===== src/rtl/ssd_scan_controller.sv =====
// ssd_scan_controller
// -------------------
// Time-multiplexed scan controller for a bank of common-anode seven-segment
// digits that share one BCD decoder. A packed BCD value is captured into a
// shadow register on a load strobe. That value moves to the display register
// only at a frame boundary, so a number never tears mid-scan. Each digit is
// then presented in turn on bcd/blank with its anode driven low.
//
// Optional feature: define SSD_LZ_BLANK_EN to enable leading-zero
// suppression. When it is undefined, every valid digit is shown.
//
// Handshake: load is a fire-and-forget single-cycle strobe and has no ready.
// The shadow always takes value on a load, and the latest load before a
// frame wrap wins. A load on the wrap cycle itself goes straight to the
// display.
//
// Ports:
//   clock       system clock, rising edge
//   reset       synchronous active-high reset
//   value       packed BCD, digit i = value[4i+3:4i], digit 0 least significant
//   load        capture strobe for value
//   blank_all   force blank while high (scanning continues)
//   bcd         current digit to the decoder
//   blank       decoder blank control
//   anode       active-low digit enables
//   pending     shadow holds a value not yet displayed
//   frame_done  one-cycle pulse on the wrap from digit NUM_DIGITS-1 to 0
module ssd_scan_controller #(
  parameter int NUM_DIGITS  = 4,
  parameter int REFRESH_DIV = 1000
) (
  input  logic                    clock,
  input  logic                    reset,
  input  logic [4*NUM_DIGITS-1:0] value,
  input  logic                    load,
  input  logic                    blank_all,
  output logic [3:0]              bcd,
  output logic                    blank,
  output logic [NUM_DIGITS-1:0]   anode,
  output logic                    pending,
  output logic                    frame_done
);

  localparam int IDX_W  = $clog2(NUM_DIGITS);
  localparam int PCNT_W = $clog2(REFRESH_DIV);
  localparam int VAL_W  = 4 * NUM_DIGITS;

  logic [PCNT_W-1:0]     pcnt_q, pcnt_d;
  logic [IDX_W-1:0]      idx_q, idx_d;
  logic [VAL_W-1:0]      shadow_q, shadow_d;
  logic [VAL_W-1:0]      disp_q, disp_d;
  logic                  pending_q, pending_d;
  logic [3:0]            bcd_q, bcd_d;
  logic                  blank_q, blank_d;
  logic [NUM_DIGITS-1:0] anode_q, anode_d;
  logic                  frame_done_q, frame_done_d;

  logic                  tick;
  logic                  wrap;
  logic                  lz_blank;

  assign tick = (pcnt_q == PCNT_W'(REFRESH_DIV - 1));
  assign wrap = tick && (idx_q == IDX_W'(NUM_DIGITS - 1));

  // Scan counters, shadow and display register update.
  always_comb begin
    pcnt_d       = pcnt_q + PCNT_W'(1);
    idx_d        = idx_q;
    shadow_d     = shadow_q;
    disp_d       = disp_q;
    pending_d    = pending_q;
    frame_done_d = wrap;

    if (tick) begin
      pcnt_d = '0;
      idx_d  = wrap ? '0 : idx_q + IDX_W'(1);
    end

    if (load) begin
      shadow_d = value;
    end

    if (wrap) begin
      // A load landing on the wrap cycle bypasses the shadow so that it is
      // shown from the very next digit 0 and never reports pending.
      if (load) begin
        disp_d    = value;
        pending_d = 1'b0;
      end else if (pending_q) begin
        disp_d    = shadow_q;
        pending_d = 1'b0;
      end
    end else if (load) begin
      pending_d = 1'b1;
    end
  end

  // Outputs are registered and look at the next-state index/display so that
  // the pins change on the same edge as the scan position.
  always_comb begin
    bcd_d    = 4'd0;
    anode_d  = '1;
    lz_blank = 1'b0;

    for (int j = 0; j < NUM_DIGITS; j++) begin
      if (idx_d == IDX_W'(j)) begin
        bcd_d      = disp_d[4*j +: 4];
        anode_d[j] = 1'b0;
      end
    end

`ifdef SSD_LZ_BLANK_EN
    // Digit i>=1 is blank when it and every more significant digit are 0.
    // Digit 0 is never suppressed so that an all-zero value still shows "0".
    if (idx_d != '0) begin
      lz_blank = 1'b1;
      for (int j = 0; j < NUM_DIGITS; j++) begin
        if ((IDX_W'(j) >= idx_d) && (disp_d[4*j +: 4] != 4'd0)) begin
          lz_blank = 1'b0;
        end
      end
    end
`else
    lz_blank = 1'b0;
`endif

    blank_d = blank_all || (bcd_d > 4'd9) || lz_blank;
  end

  always_ff @(posedge clock) begin
    if (reset) begin
      pcnt_q       <= '0;
      idx_q        <= '0;
      shadow_q     <= '0;
      disp_q       <= '0;
      pending_q    <= 1'b0;
      bcd_q        <= 4'd0;
      blank_q      <= 1'b1;
      anode_q      <= '1;
      frame_done_q <= 1'b0;
    end else begin
      pcnt_q       <= pcnt_d;
      idx_q        <= idx_d;
      shadow_q     <= shadow_d;
      disp_q       <= disp_d;
      pending_q    <= pending_d;
      bcd_q        <= bcd_d;
      blank_q      <= blank_d;
      anode_q      <= anode_d;
      frame_done_q <= frame_done_d;
    end
  end

  assign bcd        = bcd_q;
  assign blank      = blank_q;
  assign anode      = anode_q;
  assign pending    = pending_q;
  assign frame_done = frame_done_q;

endmodule


===== config.mk =====
export PLATFORM = sky130hd
export DESIGN_NAME = ssd_scan_controller
export DESIGN_NICKNAME = d
export VERILOG_FILES = /design/src/rtl/ssd_scan_controller.sv
export SDC_FILE = /design/constraint.sdc
export NUM_CORES = 1
export LEC_CHECK = 0
export ABC_CLOCK_PERIOD_IN_PS = 2400
export CAP_MARGIN = 5
export CORE_UTILIZATION = 51
export CTS_BUF_LIST = sky130_fd_sc_hd__clkbuf_4 sky130_fd_sc_hd__clkbuf_8
export CTS_CLUSTER_DIAMETER = 200
export DETAILED_ROUTE_END_ITERATION = 8
export PLACE_DENSITY = 0.8
export SLEW_MARGIN = 20
export SYNTH_ARGS = -nofsm -noshare
export SYNTH_HDL_FRONTEND = slang
export SYNTH_SLANG_ARGS = --single-unit

===== constraint.sdc =====
create_clock -name clock -period 2.4 [get_ports clock]
set_input_delay 0.24 -clock clock [delete_from_list [all_inputs] [get_ports clock]]
set_output_delay 0.24 -clock clock [all_outputs]
set_load 0.005 [all_outputs]

==> results of run 1 <==
[stage by stage]
step | cell area [sq um] | utilization, % | std cells | TNS, ns
after floorplan | 2262 | - | 221 | 0
after global placement | 2683 | 65.19 | 305 | 0
after detailed placement | 2683 | 65.19 | 305 | -0.04779
after CTS | 2786 | 67.71 | 313 | 0
after global routing | 2791 | 67.83 | 313 | 0
final | 2791 | 67.83 | 313 | 0
[area by class of cell]
type,instances,share of cell area (%)
clock inverters,1,0.2689
clock buffers,7,3.451
inverters,6,0.8068
flip-flops and latches,55,39.44
well taps,50,2.241
multi-input cells,146,37.74
repair buffers,48,16.05
[cells by family (layout without fill, tap and decap cells)]
group / after synthesis / after routing / synth area share, %
AO/OA/AOI/OAI: 26 / 26 / 9.790
XOR/XNOR: 8 / 8 / 3.097
adder cells (fa/ha/maj): 2 / 2 / 1.106
buffers and inverters: 20 / 62 / 4.978
flip-flops: 55 / 55 / 48.67
multiplexers: 30 / 30 / 14.60
AND/OR/NAND/NOR: 80 / 80 / 17.76
[how the worst min path moves through the flow]
stage / start / slack, ns / end
floorplan: blank_all / 0.34 / blank
global placement: shadow_q[0] / 0.46 / shadow_q[0]
detailed placement: shadow_q[0] / 0.47 / shadow_q[0]
CTS: shadow_q[0] / 0.48 / shadow_q[0]
global route: disp_q[4] / 0.52 / disp_q[4]
finish: shadow_q[0] / 0.48 / shadow_q[0]
[sequential cells by signal, summed over array words and instances (netlist names)]
register,count
anode,4
bcd,4
blank,1
disp_q,16
frame_done,1
idx_q,2
pcnt_q,10
pending,1
shadow_q,16
[worst min-delay path: cells and delay by family, from the launching register on]
family / cells / cell delay, ns
compound gates: 1 / 0.06
flops: 1 / 0.32
simple gates: 1 / 0.06
[layer usage]
| layer | wire (um) | track usage (%) | up-vias |
|---|---|---|---|
| met5 | 0 | 0 | - |
| met4 | 107 | 13.28 | 0 |
| met3 | 200 | 4.112 | 11 |
| met2 | 1917 | 30.76 | 34 |
| met1 | 1977 | 26.14 | 754 |
| li1 | - | - | 853 |
[power by group through the flow]
stage	logic, uW	registers (uW)	clock network (uW)
after floorplan	58.7	964	0
after global placement	118	965	0
after detailed placement	120	966	0
after CTS	120	945	561
after global routing	132	947	596
final	119	944	554
[layout by cell type, fill, tap and decap left out, types with 5 or more instances in the layout]
cell type | synthesis | final
a211oi_1 | 8 | 7
a221oi_1 | 5 | 5
buf_4 | 1 | 17
clkbuf_8 | 0 | 7
clkdlybuf4s50_1 | 0 | 30
dfxtp_1 | 55 | 55
inv_1 | 5 | 5
mux2_2 | 12 | 12
mux2i_1 | 15 | 15
nand2_1 | 7 | 7
nand3_1 | 6 | 6
nor2_1 | 39 | 39
nor2b_1 | 10 | 10
xnor2_1 | 5 | 5
[repair_timing]
action | CTS | global route
gates resized for setup | 0 | 1
setup endpoints to repair | 0 | 1
endpoints found under the hold margin | 0 | 0
==> flow_metrics.tcl, run 1 <==
set metrics [dict create \
    status "complete, no violations" \
    switchingPower_uw 349.5 \
    p_int_uw 1268 \
    multi_input_area_sq_um 1054 \
    synth_area_leaders "dfxtp_1 49%, mux2i_1 6.6%, nor2_1 6.5%" \
    setup_violations 0 \
    die_w_um 68.60 \
    synth_top_area_cell "dfxtp_1" \
    dp_hpwl_mm 2.973 \
    path_delay_family "compound AO/OA/AOI/OAI gates" \
    nNetsFinal 284 \
    ff_latch_area_sq_um 1101 \
    track_usage_pct 20.34 \
    synth_fp_nets 243 \
    finalCriticalPeriod_ns 2.290 \
    switching_share_pct 21.61 \
    yosys_warnings 0 \
    die_h_um 68.60 \
    holdBufCountCts 0 \
    cts_setup_buffers 0 \
    clock.fmax_ghz 0.4367 \
    core_sq_um 4115 \
    syn2layout_area_growth_pct 23.40 \
    start_util_pct 54.97 \
    ant_nets 0 \
    netlist.area_leader.share_pct 48.67 \
    cts_buffers 5 \
    rsz0062_at_grt "false" \
    antenna_found_initial 0 \
    drc 0 \
    crit_chain "ha_1 > and4b_1 > and4_4 > mux2_2 > a211oi_2 > o22ai_1 > a211o_1" \
    synth_common_cells "55 x dfxtp_1, 39 x nor2_1, 15 x mux2i_1" \
    cp-end-kind "flop" \
    crit_fanout 6 \
    clock_sinks 55 \
    ys.flop_type "dfxtp_1" \
    clkTransAtPathRegs_ns 0.09 \
    gp_congestion 0.8198 \
    maxCapViolCount 0 \
    power_uw 1617 \
    post-place-ws_ns -0.04779 \
    drive_gt1_share_pct 19.39 \
    grt_pass1_wl_mm 6.775 \
    synthesis.area_sq_um 2262 \
    crit_path_end "blank" \
    setup_ws_ns 0.1099 \
    drv_slew 0 \
    cp_slowest_cell "mux2_2" \
    power_frac_seq_pct 58.4 \
    slew_headroom_pct 67.17 \
    clkPwrFrac_pct 34.2 \
    yosysSeqAreaShare_pct 48.67 \
    clock_latency_ns 0.32 \
    num_vias 1652 \
    num-fill-cells 337 \
    cts_root_buf "clkbuf_8" \
    power_leakage_uw 0.001088 \
    hold_class "flop to flop" \
    crit_buf_inv 0 \
    timing.rr.start "pcnt_q[1]" \
    drt_pass1_iterations 4 \
    period_share_pct 95.42 \
    crit_path_start_kind "flop" \
    whs_path_depth 2 \
    row_count 23 \
    cp.depth 7 \
    syn_inst 221 \
    grt-ovfl-total 0 \
    fin_skew_ns 0.007686 \
    critPathLaunch "pcnt_q[1]" \
    async_flop_share_pct 0 \
    critPathKind "flop to flop" \
    power.density_nw_per_um2 579.4 \
    required_ns 2.61 \
    arrival_ns 2.50 \
    grt_pass1_vias 1512 \
    viasPerCell 5.278 \
    ys_types 41 \
    cpPeakStageDelay_ns 0.37 \
    first_iter_violations 93 \
    synth.most_common_cell "dfxtp_1" \
    io_buffer_count 30 \
    worst_pin_slew_ns 0.4909 \
    detail_route.wl_per_cell_um 13.42 \
    wl_mm 4.202 \
    clockBufferDepth 2 \
    r2r_end "blank" \
    cts_tree "yes" \
    grt_max_degree 35 \
    ys_ff_latch 55 \
    reg2reg_slack_ns 0.11 \
    vdd_drop_max_v 0.0004194 \
    insertedDiodeCount 0 \
    hold_violations 0 \
    num_io_pins 31 \
    holdWs_ns 0.4762 \
    synth_enable_flop_cells 0 \
    combPwrFrac_pct 7.4 \
    avgSynthCellArea_sq_um 10.24 \
    h-tree-depth 2 \
    die_area_sq_um 4706 \
    r2r_cells 7 \
]
Note: power is estimated with default switching activity, not from simulation.
==> run 2: changes to the inputs <==
--- a/config.mk
+++ b/config.mk
@@ -12,6 +12,7 @@
 export CTS_CLUSTER_DIAMETER = 200
 export DETAILED_ROUTE_END_ITERATION = 8
 export PLACE_DENSITY = 0.8
+export RECOVER_POWER = 100
 export SLEW_MARGIN = 20
 export SYNTH_ARGS = -nofsm -noshare
 export SYNTH_HDL_FRONTEND = slang
==> flow_metrics.tcl, run 2 (synthesis gave the netlist of run 1 again) <==
set metrics [dict create \
    fin_skew_ns 0.007000 \
    track_usage_pct 20.34 \
    clock_sinks 55 \
    power_uw 1610 \
    power_leakage_uw 0.001083 \
    clock_latency_ns 0.31 \
    nNetsFinal 284 \
    start_util_pct 54.97 \
    cts_buffers 5 \
    dp_hpwl_mm 2.973 \
    critPathLaunch "pcnt_q[1]" \
    required_ns 2.61 \
    clockBufferDepth 2 \
    cp-end-kind "flop" \
    fin_cells 313 \
    die_w_um 68.60 \
    io_buffer_count 30 \
    layout_commonest_cell "dfxtp_1" \
    detail_route.wl_per_cell_um 13.38 \
    placedCellCount 305 \
    arrival_ns 2.50 \
    place_area_sq_um 2683 \
    crit_path_start_kind "flop" \
    holdBufCountCts 0 \
    num_io_pins 31 \
    maxCapViolCount 0 \
    whs_path_depth 2 \
    cts_setup_buffers 0 \
    hold_violations 0 \
    grt_pass1_vias 1512 \
    drc 0 \
    path_delay_family "compound AO/OA/AOI/OAI gates" \
    cts_root_buf "clkbuf_8" \
    h-tree-depth 2 \
    status "complete, no violations" \
    r2r_cells 7 \
    first_iter_violations 103 \
    core_sq_um 4115 \
    vdd_drop_max_v 0.0004190 \
    layout_common_cells "55 x dfxtp_1, 39 x nor2_1, 17 x clkdlybuf4s50_1" \
    finalCriticalPeriod_ns 2.288 \
    grt-ovfl-total 0 \
    viasPerCell 5.281 \
    row_count 23 \
    setup_violations 0 \
    die_area_sq_um 4706 \
    timing.rr.start "pcnt_q[1]" \
    worst_pin_slew_ns 1.392 \
    clkTransAtPathRegs_ns 0.09 \
    drive_gt1_share_pct 18.25 \
    cp_slowest_cell "mux2_2" \
    insertedDiodeCount 0 \
    drv_slew 0 \
    cpPeakStageDelay_ns 0.37 \
    reg2reg_slack_ns 0.11 \
    period_share_pct 95.33 \
    ant_nets 0 \
    crit_buf_inv 0 \
    grt_max_degree 35 \
    design_area_sq_um 2771 \
    num_vias 1653 \
    hold_class "flop to flop" \
    power.density_nw_per_um2 581.0 \
    wl_mm 4.189 \
    grt_pass1_wl_mm 6.775 \
    crit_fanout 6 \
    totalNegativeSetupSlack_ns 0 \
    slew_headroom_pct 7.176 \
    num-fill-cells 341 \
    reg.largest.list "disp_q x16, shadow_q x16, pcnt_q x10" \
    rsz0062_at_grt "false" \
    syn2layout_area_growth_pct 22.51 \
    critPathKind "flop to flop" \
    clock.fmax_ghz 0.4371 \
    min_to "shadow_q[0]" \
    cts_tree "yes" \
    gp_congestion 0.8198 \
    r2r_end "blank" \
    drt_pass1_iterations 4 \
    hold_path.startpoint "shadow_q[0]" \
    crit_chain "ha_1 > and4b_1 > and4_4 > mux2_2 > a211oi_2 > o22ai_1 > a211o_1" \
    antenna_found_initial 0 \
    cts.repair.resized 0 \
    die_h_um 68.60 \
]
run 2: changes by cell type in the layout (fill, tap and decap cells not counted), sizes merged:
cell           before  now
buf                18   15
clkbuf              7   10
clkdlybuf4s50      30   17
dlygate4sd3         0   13
run 2: worst max path at each step:
stage                     depth (start not counted)  slack, ns    end
after floorplan                                   6       0.13  blank
after global placement                            7       0.04  blank
after detailed placement                          7      -0.05  blank
after CTS                                         7       0.03  blank
after global routing                              7      0.004  blank
final                                             7       0.11  blank
run 2: final cells by class:
type | instances | area (sq um) | area share, %
inverters | 6 | 22.52 | 0.8126
flip-flops and latches | 55 | 1101 | 39.73
multi-input cells | 146 | 1054 | 38.01
clock buffers | 7 | 96.34 | 3.476
clock inverters | 1 | 7.507 | 0.2709
well taps | 50 | 62.56 | 2.257
repair buffers | 48 | 427.9 | 15.44
run 2: metal layers:
metal	global-route usage [%]	part of all wire, %
met1	26.14	47
met2	30.76	46
met3	4.112	4.2
met4	13.28	2.6
met5	0	0
run 2: through the flow:
stage                     setup slack (ns)  util (%)  hold slack (ns)
after CTS                          0.03482     67.71           0.4821
final                               0.1121     67.35           0.4788
after global routing              0.003573     67.35           0.5244
after detailed placement          -0.04779     65.19           0.4667
after floorplan                     0.1287         -           0.3386
after global placement             0.04334     65.19           0.4608
run 2: worst register-to-register path: cells and delay by family, from the launching register on:
| family | cells | cell delay, ns |
|---|---|---|
| AO/OA/AOI/OAI | 3 | 0.67 |
| adder cells (fa/ha/maj) | 1 | 0.19 |
| flip-flops | 1 | 0.36 |
| multiplexers | 1 | 0.37 |
| AND/OR/NAND/NOR | 2 | 0.60 |
run 2: report_power, final:
part	switching (uW)	total [uW]	leakage (uW)	internal, uW
sequential	9.35	944	0.000448	935
combinational	48.1	113	0.000584	64.8
clock	290	553	0.0000505	263
